File: src/rtl/fb_pkg.sv
`default_nettype none
// ============================================================================
// Module      : fb_pkg
// Description : Shared frame-buffer constants, arbiter FSM states and
//               grant-source encoding.
// Revision    : 1.0 - initial release
// ============================================================================
package fb_pkg;

    localparam int FB_ADDR_W = 17;
    localparam int FB_DATA_W = 16;
    localparam int FB_SIZE   = 130560;

    typedef logic [0:0] fb_state_t;
    localparam fb_state_t IDLE  = 1'b0;
    localparam fb_state_t CLEAR = 1'b1;

    typedef logic [1:0] fb_grant_t;
    localparam fb_grant_t G_NONE = 2'd0;
    localparam fb_grant_t G_SCAN = 2'd1;
    localparam fb_grant_t G_CLR  = 2'd2;
    localparam fb_grant_t G_WR   = 2'd3;

endpackage
`default_nettype wire

File: src/rtl/fb_wr_fifo.sv
`default_nettype none
// ============================================================================
// Module      : fb_wr_fifo
// Description : Synchronous FIFO holding queued {addr,data} pixel writes.
// Revision    : 1.0 - initial release
// ============================================================================
module fb_wr_fifo #(
    parameter int DEPTH = 4,
    parameter int WIDTH = 33
) (
    input  logic             clk,
    input  logic             rest,
    input  logic             push,
    input  logic             pop,
    input  logic [WIDTH-1:0] push_data,
    output logic             full,
    output logic             empty,
    output logic [WIDTH-1:0] head
);
    localparam int c_ptr_w = $clog2(DEPTH);

    logic [c_ptr_w:0]  r_wr_ptr;
    logic [c_ptr_w:0]  r_rd_ptr;
    logic [WIDTH-1:0]  r_mem [DEPTH];
    logic              w_push;
    logic              w_pop;

    // Extra pointer MSB distinguishes a full queue from an empty one.
    assign full   = (r_wr_ptr[c_ptr_w] != r_rd_ptr[c_ptr_w]) &&
                    (r_wr_ptr[c_ptr_w-1:0] == r_rd_ptr[c_ptr_w-1:0]);
    assign empty  = (r_wr_ptr == r_rd_ptr);
    assign w_push = push && !full;
    assign w_pop  = pop && !empty;
    assign head   = r_mem[r_rd_ptr[c_ptr_w-1:0]];

    always_ff @(posedge clk) begin
        if (rest) begin
            r_wr_ptr <= '0;
            r_rd_ptr <= '0;
        end else begin
            if (w_push) r_wr_ptr <= r_wr_ptr + 1'b1;
            if (w_pop)  r_rd_ptr <= r_rd_ptr + 1'b1;
        end
    end

    always_ff @(posedge clk) begin
        if (w_push) r_mem[r_wr_ptr[c_ptr_w-1:0]] <= push_data;
    end

endmodule
`default_nettype wire

File: src/rtl/fb_port_arbiter.sv
`default_nettype none
// ============================================================================
// Module      : fb_port_arbiter
// Description : Single-port frame-buffer arbiter: scan-out reads, queued pixel
//               writes and a full-screen clear engine. Optional FB_ARB_STATS_EN
//               adds a write-stall counter port (stall_cnt).
// Revision    : 1.0 - initial release
// ============================================================================
module fb_port_arbiter #(
    parameter int ADDR_W     = fb_pkg::FB_ADDR_W,
    parameter int DATA_W     = fb_pkg::FB_DATA_W,
    parameter int FB_SIZE    = fb_pkg::FB_SIZE,
    parameter int FIFO_DEPTH = 4
) (
    input  logic              clk,
    input  logic              rest,
    input  logic              scan_de,
    input  logic [ADDR_W-1:0] scan_addr,
    output logic [DATA_W-1:0] scan_data,
    output logic              scan_valid,
    input  logic              wr_req,
    input  logic [ADDR_W-1:0] wr_addr,
    input  logic [DATA_W-1:0] wr_data,
    output logic              wr_ready,
    input  logic              clr_start,
    input  logic [DATA_W-1:0] clr_color,
    output logic              clr_busy,
    output logic              clr_done,
    output logic [ADDR_W-1:0] ram_addr,
    output logic              ram_we,
    output logic [DATA_W-1:0] ram_wdata,
    input  logic [DATA_W-1:0] ram_rdata
`ifdef FB_ARB_STATS_EN
    ,
    output logic [15:0]       stall_cnt
`endif
);
    import fb_pkg::*;

    localparam logic [ADDR_W:0]   c_fb_size   = (ADDR_W+1)'(FB_SIZE);
    localparam logic [ADDR_W-1:0] c_last_addr = ADDR_W'(FB_SIZE - 1);

    fb_state_t            r_state;
    logic [ADDR_W-1:0]    r_clr_cnt;
    logic [DATA_W-1:0]    r_clr_color;
    logic                 r_clr_done;
    logic                 r_clr_busy;
    logic                 r_rd1;
    logic                 r_rd2;
    logic [ADDR_W-1:0]    r_ram_addr;
    logic                 r_ram_we;
    logic [DATA_W-1:0]    r_ram_wdata;

    fb_grant_t                w_grant;
    logic                     w_pop;
    logic                     w_push;
    logic                     w_full;
    logic                     w_empty;
    logic [ADDR_W+DATA_W-1:0] w_head;
    logic [ADDR_W-1:0]        w_head_addr;
    logic [DATA_W-1:0]        w_head_data;
    logic                     w_head_valid;

    assign wr_ready     = !w_full && !rest;
    assign w_push       = wr_req && wr_ready;
    assign w_head_addr  = w_head[ADDR_W+DATA_W-1:DATA_W];
    assign w_head_data  = w_head[DATA_W-1:0];
    assign w_head_valid = ({1'b0, w_head_addr} < c_fb_size);

    fb_wr_fifo #(
        .DEPTH (FIFO_DEPTH),
        .WIDTH (ADDR_W + DATA_W)
    ) u_wr_fifo (
        .clk       (clk),
        .rest      (rest),
        .push      (w_push),
        .pop       (w_pop),
        .push_data ({wr_addr, wr_data}),
        .full      (w_full),
        .empty     (w_empty),
        .head      (w_head)
    );

    // Scan-out first so the panel never starves; writes only use blanking.
    always_comb begin
        w_grant = G_NONE;
        w_pop   = 1'b0;
        if (scan_de) begin
            w_grant = G_SCAN;
        end else if (r_state == CLEAR) begin
            w_grant = G_CLR;
        end else if (!w_empty) begin
            w_grant = G_WR;
            w_pop   = 1'b1;
        end
    end

    always_ff @(posedge clk) begin
        if (rest) begin
            r_state     <= IDLE;
            r_clr_cnt   <= '0;
            r_clr_color <= '0;
            r_clr_done  <= 1'b0;
            r_clr_busy  <= 1'b0;
            r_rd1       <= 1'b0;
            r_rd2       <= 1'b0;
            r_ram_addr  <= '0;
            r_ram_we    <= 1'b0;
            r_ram_wdata <= '0;
        end else begin
            r_rd1      <= (w_grant == G_SCAN);
            r_rd2      <= r_rd1;
            r_clr_done <= 1'b0;
            // Busy tracks the registered RAM side, so it brackets the clear writes.
            r_clr_busy <= (r_state == CLEAR);

            case (w_grant)
                G_SCAN: begin
                    r_ram_addr  <= scan_addr;
                    r_ram_we    <= 1'b0;
                    r_ram_wdata <= '0;
                end
                G_CLR: begin
                    r_ram_addr  <= r_clr_cnt;
                    r_ram_we    <= 1'b1;
                    r_ram_wdata <= r_clr_color;
                end
                G_WR: begin
                    r_ram_addr  <= w_head_addr;
                    r_ram_we    <= w_head_valid;
                    r_ram_wdata <= w_head_data;
                end
                default: begin
                    r_ram_we    <= 1'b0;
                    r_ram_wdata <= '0;
                end
            endcase

            case (r_state)
                IDLE: begin
                    if (clr_start) begin
                        r_state     <= CLEAR;
                        r_clr_cnt   <= '0;
                        r_clr_color <= clr_color;
                    end
                end
                CLEAR: begin
                    if (w_grant == G_CLR) begin
                        if (r_clr_cnt == c_last_addr) begin
                            r_state    <= IDLE;
                            r_clr_done <= 1'b1;
                        end else begin
                            r_clr_cnt <= r_clr_cnt + 1'b1;
                        end
                    end
                end
                default: r_state <= IDLE;
            endcase
        end
    end

    assign ram_addr   = r_ram_addr;
    assign ram_we     = r_ram_we;
    assign ram_wdata  = r_ram_wdata;
    assign scan_valid = r_rd2;
    assign scan_data  = r_rd2 ? ram_rdata : '0;
    assign clr_busy   = r_clr_busy;
    assign clr_done   = r_clr_done;

`ifdef FB_ARB_STATS_EN
    logic [15:0] r_stall_cnt;

    always_ff @(posedge clk) begin
        if (rest) begin
            r_stall_cnt <= '0;
        end else if (wr_req && !wr_ready && (r_stall_cnt != 16'hFFFF)) begin
            r_stall_cnt <= r_stall_cnt + 16'd1;
        end
    end

    assign stall_cnt = r_stall_cnt;
`endif

endmodule
`default_nettype wire

File: config.mk
export PLATFORM = sky130hd
export DESIGN_NAME = fb_port_arbiter
export DESIGN_NICKNAME = d
export VERILOG_FILES = /design/src/rtl/fb_pkg.sv /design/src/rtl/fb_wr_fifo.sv /design/src/rtl/fb_port_arbiter.sv
export SDC_FILE = /design/constraint.sdc
export NUM_CORES = 1
export LEC_CHECK = 0
export CORE_MARGIN = 2
export CORE_UTILIZATION = 36
export DETAILED_ROUTE_END_ITERATION = 16
export SETUP_SLACK_MARGIN = 0.2
export SLEW_MARGIN = 40
export SYNTH_ARGS = -nofsm -noshare
export SYNTH_HDL_FRONTEND = slang
export SYNTH_SLANG_ARGS = --single-unit
File: constraint.sdc
create_clock -name clk -period 3.2 [get_ports clk]
set_clock_uncertainty 0.15 [all_clocks]
set_input_delay 0.32 -clock clk [delete_from_list [all_inputs] [get_ports clk]]
set_output_delay 0.32 -clock clk [all_outputs]
set_load 0.02 [all_outputs]
==> results.json <==
{
  "path_clk_slew_ns": 0.06,
  "fin_nets": 868,
  "netlist_area_um2": 8530,
  "hold_depth": 4,
  "start_kind": "flip-flop",
  "power_density_nw_per_um2": 609,
  "place_ws_ns": 0.697,
  "cts_tree": "yes",
  "ant_nets": 0,
  "yosysSeqAreaShare_pct": 65.2,
  "synth_ff_type": "edfxtp_1",
  "finalMaxSlewViolations": 0,
  "synth_edf_count": 132,
  "p_leak_nw": 3.64,
  "crit_path_end_kind": "primary output",
  "yosys_warnings": 0,
  "crit_cells": 3,
  "clock_path_buffers": 3,
  "ys_ff_latch": 212,
  "vdd_ir_drop_max_v": 0.000359,
  "max_slew_margin_pct": 56.0,
  "fin_crit_ns": 2.76,
  "hpwl_um": 13600,
  "final_layout_size_suffix_gt1_share_pct": 13.4,
  "setup_viol": 0,
  "wl_um": 20300,
  "initial_core_util_pct": 36.5,
  "vias": 5728,
  "rsz0062_at_grt": "false",
  "design.core.area_um2": 23400,
  "n_antenna_cell": 0,
  "drt_iter0_drc": 390,
  "cp_top_family": "buffers and inverters",
  "grt_pass1_vias": 5870,
  "grt_max_degree": 51,
  "worstMarginPinSlew_ns": 0.660,
  "drt-wirelength-per-cell_um": 18.2,
  "final-hold-violation-count": 0,
  "drc": 0,
  "fmax_ghz": 0.362,
  "cts_buffers": 24,
  "cts-root-buf": "clkbuf_16",
  "postCtsHoldBufs": 0,
  "synth.distinct_cells": 52,
  "critPathRequiredTime_ns": 2.73,
  "fin_ws_ns": 0.440,
  "cts-htree-levels": 1,
  "grt_util_all_layers_pct": 16.3,
  "syn_avg_cell_area_um2": 13.5,
  "cp.arrival_ns": 2.29,
  "hp-class": "in -> reg",
  "die_height_um": 158,
  "clock-sinks": 212,
  "synth_common_cells": "edfxtp_1, dfxtp_1, a21oi_1",
  "status": "finished, final reports clean",
  "row_count": 56,
  "worst-setup-path-type": "reg -> out",
  "setup_tns_ns": 0,
  "cp_slowest_cell": "clkdlybuf4s50_1",
  "synth_top_area_share_pct": 46.4,
  "first_pass_iters": 5,
  "crit_buf_inv": 1,
  "synth_cells": 632,
  "synth_area_leader_cell": "edfxtp_1",
  "cpPeakStageDelay_ns": 0.62,
  "n_fill_cell": 2090,
  "syn_to_final_growth_pct": 29.7,
  "reg2regPathDepth": 4,
  "ys_async_sr_fraction_pct": 0,
  "design.die.area_um2": 25000,
  "portBuffers": 140,
  "io_pins": 141,
  "synth_area_leaders": "edfxtp_1, dfxtp_1, mux4_2",
  "post-route-period-util_pct": 86.3,
  "synth_most_common_cell": "edfxtp_1",
  "path_max_fanout": 7,
  "syn_nets": 725,
  "max_cap_violations": 0,
  "gp_congestion": 0.871,
  "grt_overflow": 0,
  "die_width_um": 158,
  "grt_pass1_wl_um": 31500,
  "vias_per_cell": 5.15,
  "clock_latency_ns": 0.52,
  "path_cells": "xnor2_1, a31oi_2, clkdlybuf4s50_1",
  "p_total_mw": 6.74,
  "antenna_found_initial": 0
}
-- power breakdown --
| group | leakage [nW] | internal, mW | switching, mW |
|---|---|---|---|
| logic | 1.39 | 0.433 | 0.490 |
| registers | 1.85 | 3.04 | 0.0673 |
| clock network | 0.395 | 1.65 | 1.06 |
-- registers in the layout (all words and copies together), names as in the netlist, named ones only --
| name | cells |
|---|---|
| clr_busy | 1 |
| clr_done | 1 |
| u_wr_fifo.r_rd_ptr | 3 |
| u_wr_fifo.r_mem | 132 |
| r_clr_color | 16 |
| ram_addr | 17 |
| ram_we | 1 |
| scan_valid | 1 |
| u_wr_fifo.r_wr_ptr | 3 |
| r_rd1 | 1 |
| ram_wdata | 16 |
| r_state | 1 |
| r_clr_cnt | 17 |
-- tightest hold or removal path, stage by stage --
cell	delay, ns
buf_2	0.12
a31oi_2	0.07
nand2_1	0.13
mux2i_1	0.09
-- cell families (layout without fill, tap and decap cells) --
| logic type | count (synthesis) | count (layout) | synth area share, % |
|---|---|---|---|
| flops | 212 | 212 | 65.2 |
| simple gates | 197 | 197 | 12.7 |
| compound gates | 116 | 116 | 8.40 |
| buf+inv | 60 | 221 | 3.24 |
| mux | 36 | 36 | 9.07 |
| fa+ha+maj | 6 | 6 | 0.880 |
| xor+xnor | 5 | 5 | 0.513 |
-- final timing paths --
check / end / slack [ns] / start
max reg2reg: r_clr_cnt[15] / 0.91 / r_state
min: u_wr_fifo.r_wr_ptr[0] / 0.12 / rest
min reg2reg: scan_valid / 0.30 / r_rd1
max: wr_ready / 0.44 / u_wr_fifo.r_wr_ptr[0]
-- final cells by class --
class	instances	area [um^2]	area share (%)
clock buffer	34	678	6.12
clock inverter	10	126	1.14
inverter	19	71.3	0.644
multi-input combinational	360	2700	24.4
sequential	212	5570	50.3
tap	319	399	3.60
timing repair buffer	158	1530	13.8
-- placed cells by master, fill, tap and decap left out, drive strengths merged, types with 4 or more instances in the layout --
cell type / n
nand4: 11
buf: 19
clkbuf: 34
a21oi: 77
dfxtp: 80
nor4: 10
or4: 11
nand2b: 13
clkinv: 7
xnor2: 4
nand3: 10
ha: 6
o31ai: 11
nand2: 56
and2: 17
edfxtp: 132
o221a: 8
nor2b: 4
o31a: 8
nor3: 13
clkdlybuf4s50: 139
and3: 6
mux4: 33
inv: 20
nand3b: 17
nor2: 19
-- stage by stage --
step	hold WS, ns	instances	instance area, um^2	util (%)
3_5_place_dp	0.292	1068	10300	43.9
3_3_place_gp	0.289	1068	10300	43.9
2_1_floorplan	0.264	632	8530	-
4_1_cts	0.155	1112	11100	47.3
6_report	0.120	1112	11100	47.3
5_1_grt	0.149	1112	11100	47.3
-- layer usage --
| metal | vias up | GRT usage (%) | wire (um) |
|---|---|---|---|
| met5 | - | 0 | 0 |
| met4 | 0 | 3.99 | 435 |
| met3 | 28 | 3.04 | 1320 |
| met2 | 210 | 28.5 | 9880 |
| met1 | 2807 | 20.9 | 8640 |
| li1 | 2683 | - | - |
-- timing repair --
action                                  CTS  global route
resized for setup                         0             1
buffers inserted                          0             0
endpoints found under the setup margin    0             1
Power figures use the tool's default switching activity.
